$ cat config.mk
export PLATFORM = sky130hd
export DESIGN_NAME = rc4_prga_decrypt
export DESIGN_NICKNAME = d
export VERILOG_FILES = /design/src/rtl/rc4_pkg.sv /design/src/rtl/rc4_char_check.sv /design/src/rtl/rc4_prga_decrypt.sv
export SDC_FILE = /design/constraint.sdc
export NUM_CORES = 1
export LEC_CHECK = 0
export CELL_PAD_IN_SITES_DETAIL_PLACEMENT = 1
export CELL_PAD_IN_SITES_GLOBAL_PLACEMENT = 1
export CORE_MARGIN = 8
export CORE_UTILIZATION = 41
export CTS_CLUSTER_DIAMETER = 120
export DETAILED_ROUTE_END_ITERATION = 12
export GPL_TIMING_DRIVEN = 0
export PLACE_DENSITY_LB_ADDON = 0.1
export SLEW_MARGIN = 20
export SYNTH_ARGS = -nofsm -noshare
export SYNTH_HDL_FRONTEND = slang
export SYNTH_SLANG_ARGS = --single-unit
$ cat constraint.sdc
create_clock -name clk -period 2.4 [get_ports clk]
set_clock_uncertainty 0.1 [all_clocks]
set_input_delay 0.24 -clock clk [delete_from_list [all_inputs] [get_ports clk]]
set_output_delay 0.24 -clock clk [all_outputs]
set_load 0.02 [all_outputs]
$ cat src/rtl/rc4_pkg.sv
// Shared definitions for the RC4 keystream/decrypt block: state encoding,
// default message length and the ASCII bounds of a legal plaintext byte.
package rc4_pkg;

  localparam int unsigned MSG_LEN_DEFAULT = 32;

  localparam logic [7:0] CHAR_LO    = 8'h61;  // 'a'
  localparam logic [7:0] CHAR_HI    = 8'h7A;  // 'z'
  localparam logic [7:0] CHAR_SPACE = 8'h20;  // ' '

  // One byte walks RD_SI .. NEXT, ten states in all.
  typedef enum logic [3:0] {
    ST_IDLE,
    ST_RD_SI,
    ST_WAIT_SI,
    ST_RD_SJ,
    ST_WAIT_SJ,
    ST_WR_SI,
    ST_WR_SJ,
    ST_RD_F,
    ST_WAIT_F,
    ST_WR_D,
    ST_NEXT,
    ST_DONE
  } state_t;

endpackage

$ cat src/rtl/rc4_char_check.sv
// Flags a decrypted byte as legal when it is a lowercase letter or a space.
module rc4_char_check
  import rc4_pkg::*;
(
  input  logic [7:0] ch,
  output logic       legal
);

  // Pure range/equality test on the byte.
  assign legal = ((ch >= CHAR_LO) && (ch <= CHAR_HI)) || (ch == CHAR_SPACE);

endmodule

$ cat src/rtl/rc4_prga_decrypt.sv
// RC4 PRGA over a pre-scheduled S array: generates one keystream byte per
// message byte, XORs it with the encrypted ROM and writes the plaintext.
// All memory-facing outputs are registered: whatever a state assigns becomes
// visible on the port during the following cycle, and the synchronous memory
// returns its data one cycle after that.
module rc4_prga_decrypt
  import rc4_pkg::*;
#(
  parameter int MSG_LEN = MSG_LEN_DEFAULT
) (
  input  logic       clk,
  input  logic       reset_n,
  input  logic       start,
  output logic       done,
  output logic       msg_valid,
  output logic [7:0] s_address,
  output logic [7:0] s_data,
  output logic       s_wren,
  input  logic [7:0] s_q,
  output logic [4:0] rom_address,
  input  logic [7:0] rom_q,
  output logic [4:0] d_address,
  output logic [7:0] d_data,
  output logic       d_wren
);

  localparam logic [4:0] K_LAST = 5'(MSG_LEN - 1);

  state_t     state;
  state_t     state_next;
  logic [7:0] i;
  logic [7:0] j;
  logic [4:0] k;
  logic [7:0] si;
  logic [7:0] sj;
  logic       valid;
  logic [7:0] plain;
  logic       legal;

  // Keystream byte arrives on s_q while rom_q holds the ciphertext byte.
  assign plain = s_q ^ rom_q;

  rc4_char_check u_char_check (
    .ch    (plain),
    .legal (legal)
  );

  // State register.
  always_ff @(posedge clk) begin
    if (!reset_n) state <= ST_IDLE;
    else          state <= state_next;
  end

  // Next-state logic: a fixed ten-state walk per byte, start honoured only
  // while parked in IDLE or DONE.
  always_comb begin
    // NOTE: assign a default before the case so no path leaves state_next
    // unassigned, which would otherwise infer a latch.
    state_next = state;
    unique case (state)
      ST_IDLE:    if (start) state_next = ST_RD_SI;
      ST_RD_SI:   state_next = ST_WAIT_SI;
      ST_WAIT_SI: state_next = ST_RD_SJ;
      ST_RD_SJ:   state_next = ST_WAIT_SJ;
      ST_WAIT_SJ: state_next = ST_WR_SI;
      ST_WR_SI:   state_next = ST_WR_SJ;
      ST_WR_SJ:   state_next = ST_RD_F;
      ST_RD_F:    state_next = ST_WAIT_F;
      ST_WAIT_F:  state_next = ST_WR_D;
      ST_WR_D:    state_next = ST_NEXT;
      ST_NEXT:    state_next = (k == K_LAST) ? ST_DONE : ST_RD_SI;
      ST_DONE:    if (start) state_next = ST_RD_SI;
      default:    state_next = ST_IDLE;
    endcase
  end

  // Datapath and registered memory ports; write enables are single-cycle
  // pulses, so they fall back to zero unless the current state raises them.
  always_ff @(posedge clk) begin
    if (!reset_n) begin
      // NOTE: sequential state uses non-blocking assignments so every
      // register samples the values from before this edge.
      i           <= '0;
      j           <= '0;
      k           <= '0;
      si          <= '0;
      sj          <= '0;
      valid       <= 1'b0;
      s_address   <= '0;
      s_data      <= '0;
      s_wren      <= 1'b0;
      rom_address <= '0;
      d_address   <= '0;
      d_data      <= '0;
      d_wren      <= 1'b0;
      done        <= 1'b0;
      msg_valid   <= 1'b0;
    end else begin
      s_wren    <= 1'b0;
      d_wren    <= 1'b0;
      done      <= (state_next == ST_DONE);
      msg_valid <= (state_next == ST_DONE) && valid;
      unique case (state)
        ST_IDLE, ST_DONE: begin
          if (start) begin
            i     <= '0;
            j     <= '0;
            k     <= '0;
            valid <= 1'b1;
          end
        end
        ST_RD_SI: begin
          i         <= i + 8'd1;
          s_address <= i + 8'd1;
        end
        ST_RD_SJ: begin
          si        <= s_q;
          j         <= j + s_q;
          s_address <= j + s_q;
        end
        ST_WR_SI: begin
          sj        <= s_q;
          s_address <= i;
          s_data    <= s_q;
          s_wren    <= 1'b1;
        end
        ST_WR_SJ: begin
          // When i == j both writes target one address with the same value,
          // and this later write is the one that lands last.
          s_address <= j;
          s_data    <= si;
          s_wren    <= 1'b1;
        end
        ST_RD_F: begin
          s_address   <= si + sj;
          rom_address <= k;
        end
        ST_WR_D: begin
          d_address <= k;
          d_data    <= plain;
          d_wren    <= 1'b1;
          if (!legal) valid <= 1'b0;
        end
        ST_NEXT: begin
          if (k != K_LAST) k <= k + 5'd1;
        end
        default: begin
        end
      endcase
    end
  end

endmodule

==> flow_summary.json <==
{
  "status": "finished, final reports clean",
  "antenna_left": 0,
  "cp-end-kind": "flip-flop",
  "min_period_over_period_pct": 93.1,
  "synthFlopType": "dfxtp_1",
  "grt_pass1_vias": 4231,
  "worstMarginPinSlew_ns": 0.745,
  "cpMaxStageDelayCell": "clkdlybuf4s50_1",
  "power_frac_comb_pct": 15.8,
  "gp_congestion": 0.884,
  "cpMostUsedCell": "o21ai_1",
  "netlist_instances": 522,
  "power.share.clock_pct": 39.6,
  "clk_pin_slew_ns": 0.08,
  "syn_area_per_cell_sq_um": 7.98,
  "path_buf_inv": 1,
  "antenna_cells": 0,
  "synth_enable_flop_cells": 0,
  "cts.path.max_buffers": 2,
  "port_buffers": 56,
  "seq_area_frac_synth_pct": 38.4,
  "powerDensity_nw_per_um2": 604,
  "cts.sinks": 80,
  "cp_max_fo": 5,
  "grt.overflow.total": 0,
  "internal_power_mw": 2.25,
  "critPathMaxStageDelay_ns": 0.60,
  "nFillCells": 1267,
  "ys_async_sr_fraction_pct": 0,
  "num_rows": 37,
  "drc_errors": 0,
  "vias": 4119,
  "first_iter_violations": 172,
  "numCtsBuffers": 9,
  "drive_gt1_share_pct": 7.93,
  "power.leakage_nw": 1.86,
  "crit_required_ns": 2.55,
  "worstPathArrival_ns": 2.38,
  "antenna_found_initial": 0,
  "track_usage_pct": 21.2,
  "finalSetupViolCount": 0,
  "startpoint_type": "input pin",
  "swShare_pct": 27.4,
  "dp_hpwl_mm": 10.6,
  "ys_types": 57,
  "wirelength_mm": 13.9,
  "critPathKind": "input pin to flip-flop",
  "synthToLayoutAreaGrowth_pct": 23.4,
  "finalHoldViolCount": 0,
  "viasPerCell": 5.65,
  "final-max-slew-violation-count": 0,
  "clock_latency_ns": 0.36,
  "h-tree-depth": 3,
  "rsz0062_at_grt": "no",
  "whs_ns": 0.238,
  "yosysWarnings": 0,
  "start_util_pct": 41.3,
  "firstDrtPassIters": 4,
  "syn_area_sq_um": 4170,
  "maxCapViolations": 0,
  "cts_setup_buffers": 0,
  "die_h_um": 117,
  "synth_seq_cells": 80,
  "worstPathCellList": "clkdlybuf4s50_1 -> ha_1 -> a211oi_1 -> o21ai_1 -> o21ai_1 -> or3_1 -> a21oi_1 -> o311a_1",
  "crit_family": "compound AO/OA/AOI/OAI gates",
  "max_freq_mhz": 447,
  "hold_path.class": "input pin to flip-flop",
  "io_pins": 57,
  "grt_pass1_wl_mm": 22.1,
  "nNetsFinal": 627,
  "slew_headroom_pct": 50.2,
  "power.switching_mw": 0.852,
  "die_w_um": 117,
  "peakVddDrop_mv": 0.327,
  "grt_max_degree": 14,
  "wl_per_cell_um": 19.1,
  "cts_root_buf": "clkbuf_8",
  "cts_tree": "done",
  "fin_crit_ns": 2.24,
  "seqPwrFrac_pct": 44.6,
  "core_area_sq_um": 10100,
  "die-area_sq_um": 13600,
  "syn_nets": 560,
  "post-route-util_pct": 51.0
}
-- metrics by stage --
step                power, mW  instances  worst slack (ns)  cell area (sq um)  setup TNS [ns]
finish                   3.11        729             0.165               5140               0
global route             3.24        729            0.0384               5140               0
CTS                      3.12        729            0.0256               5140               0
detailed placement       1.90        714            -0.320               4900           -1.50
global placement         1.89        714            -0.274               4900           -1.17
floorplan                1.71        522             0.514               4170               0
-- metal layers --
layer  vias to the layer above  part of all wire, %  GRT usage (%)
met5                         -                    0              0
li1                       1995                    -              -
met1                      2028                   44           25.1
met4                         0                  1.5           6.66
met2                        80                   51           38.1
met3                        16                  3.5           3.44
-- registers in the layout (all words and copies together), names as in the netlist --
| register | cells |
|---|---|
| d_data | 8 |
| s_data | 8 |
| i | 8 |
| j | 8 |
| sj | 8 |
| d_wren | 1 |
| si | 8 |
| rom_address | 5 |
| valid | 1 |
| d_address | 5 |
| k | 5 |
| done | 1 |
| msg_valid | 1 |
| s_wren | 1 |
| s_address | 8 |
| state | 4 |
-- layout make-up --
cell class                      count  area (sq um)  area share (%)
Buffer                             24           134            2.60
Clock buffer                       10           138            2.68
Clock inverter                      5           104            2.02
Inverter                           12          45.0           0.875
Multi-Input combinational cell    406          2390            46.4
Sequential cell                    80          1600            31.1
Tap cell                          136           170            3.31
Timing Repair Buffer               56           566            11.0
-- synthesized netlist by cell type (all sizes together) (5+ instances only) --
cell,instances,share of area (%)
ha,17,5.1
nand2,87,7.9
xnor2,14,2.9
inv,12,1.1
o21a,5,0.90
a21oi,71,8.5
clkbuf,9,0.81
o22ai,10,1.5
xor2,10,2.1
nor3,14,2.0
nand2b,5,0.75
and3,5,0.99
o221ai,9,1.9
nor2,55,5.2
nand3,12,1.6
a22oi,6,1.1
dfxtp,80,38
o21ai,29,3.7
a211oi,15,2.7
buf,15,2.4
-- cell usage in the layout (no fill, tap or decap), types with 3 or more instances in the layout --
cell	netlist	routed
nand2_1	86	86
dfxtp_1	80	80
a21oi_1	71	71
clkdlybuf4s50_1	0	54
nor2_1	51	51
o21ai_0	22	22
ha_1	17	17
a211oi_1	15	15
xnor2_1	14	14
nor3_1	13	13
nand3_1	11	11
inv_1	10	10
xor2_1	10	10
o22ai_1	10	10
clkbuf_8	0	10
clkbuf_1	9	9
o221ai_1	9	9
buf_2	8	8
a22oi_1	6	6
nand2b_1	5	5
o21a_1	5	5
buf_4	5	5
o21ai_1	5	5
nor2b_1	4	4
nor2_2	4	4
a221oi_1	4	4
and3_1	3	3
and2_1	3	3
bufinv_16	0	3
-- final timing paths --
path	from	to	slack, ns	cells after the start
setup reg to reg	si[0]	s_address[6]	0.19	9
hold / removal	s_q[0]	si[0]	0.24	3
setup / recovery	s_q[2]	s_address[7]	0.16	8
hold reg to reg	d_address[0]	d_address[0]	0.36	2
-- cells by family (layout without fill, tap and decap cells) --
group	Yosys count	count (layout)	share of synthesized area [%]
AND/OR/NAND/NOR	194	194	20.9
flip-flops	80	80	38.4
AO/OA/AOI/OAI	167	167	24.7
XOR/XNOR	24	24	5.04
buffers and inverters	36	107	4.29
multiplexers	2	2	0.510
adder cells (fa/ha/maj)	19	19	6.06
-- power groups by stage --
| stage | registers [mW] | logic, mW | clock network [mW] |
|---|---|---|---|
| 2_1_floorplan | 1.43 | 0.286 | 0 |
| 3_3_place_gp | 1.42 | 0.473 | 0 |
| 3_5_place_dp | 1.42 | 0.486 | 0 |
| 4_1_cts | 1.39 | 0.488 | 1.25 |
| 5_1_grt | 1.39 | 0.533 | 1.31 |
| 6_report | 1.39 | 0.491 | 1.23 |
-- repair_timing --
action | CTS | global route
hold buffers | 0 | 0
setup endpoints to repair | 0 | 2
gates resized for setup | 0 | 2
-- tightest hold or removal path, cell delays in order --
cell            delay [ns]
dlymetal6s2s_1        0.24
nand2_1               0.11
a21oi_1               0.06
Power figures use the tool's default switching activity.
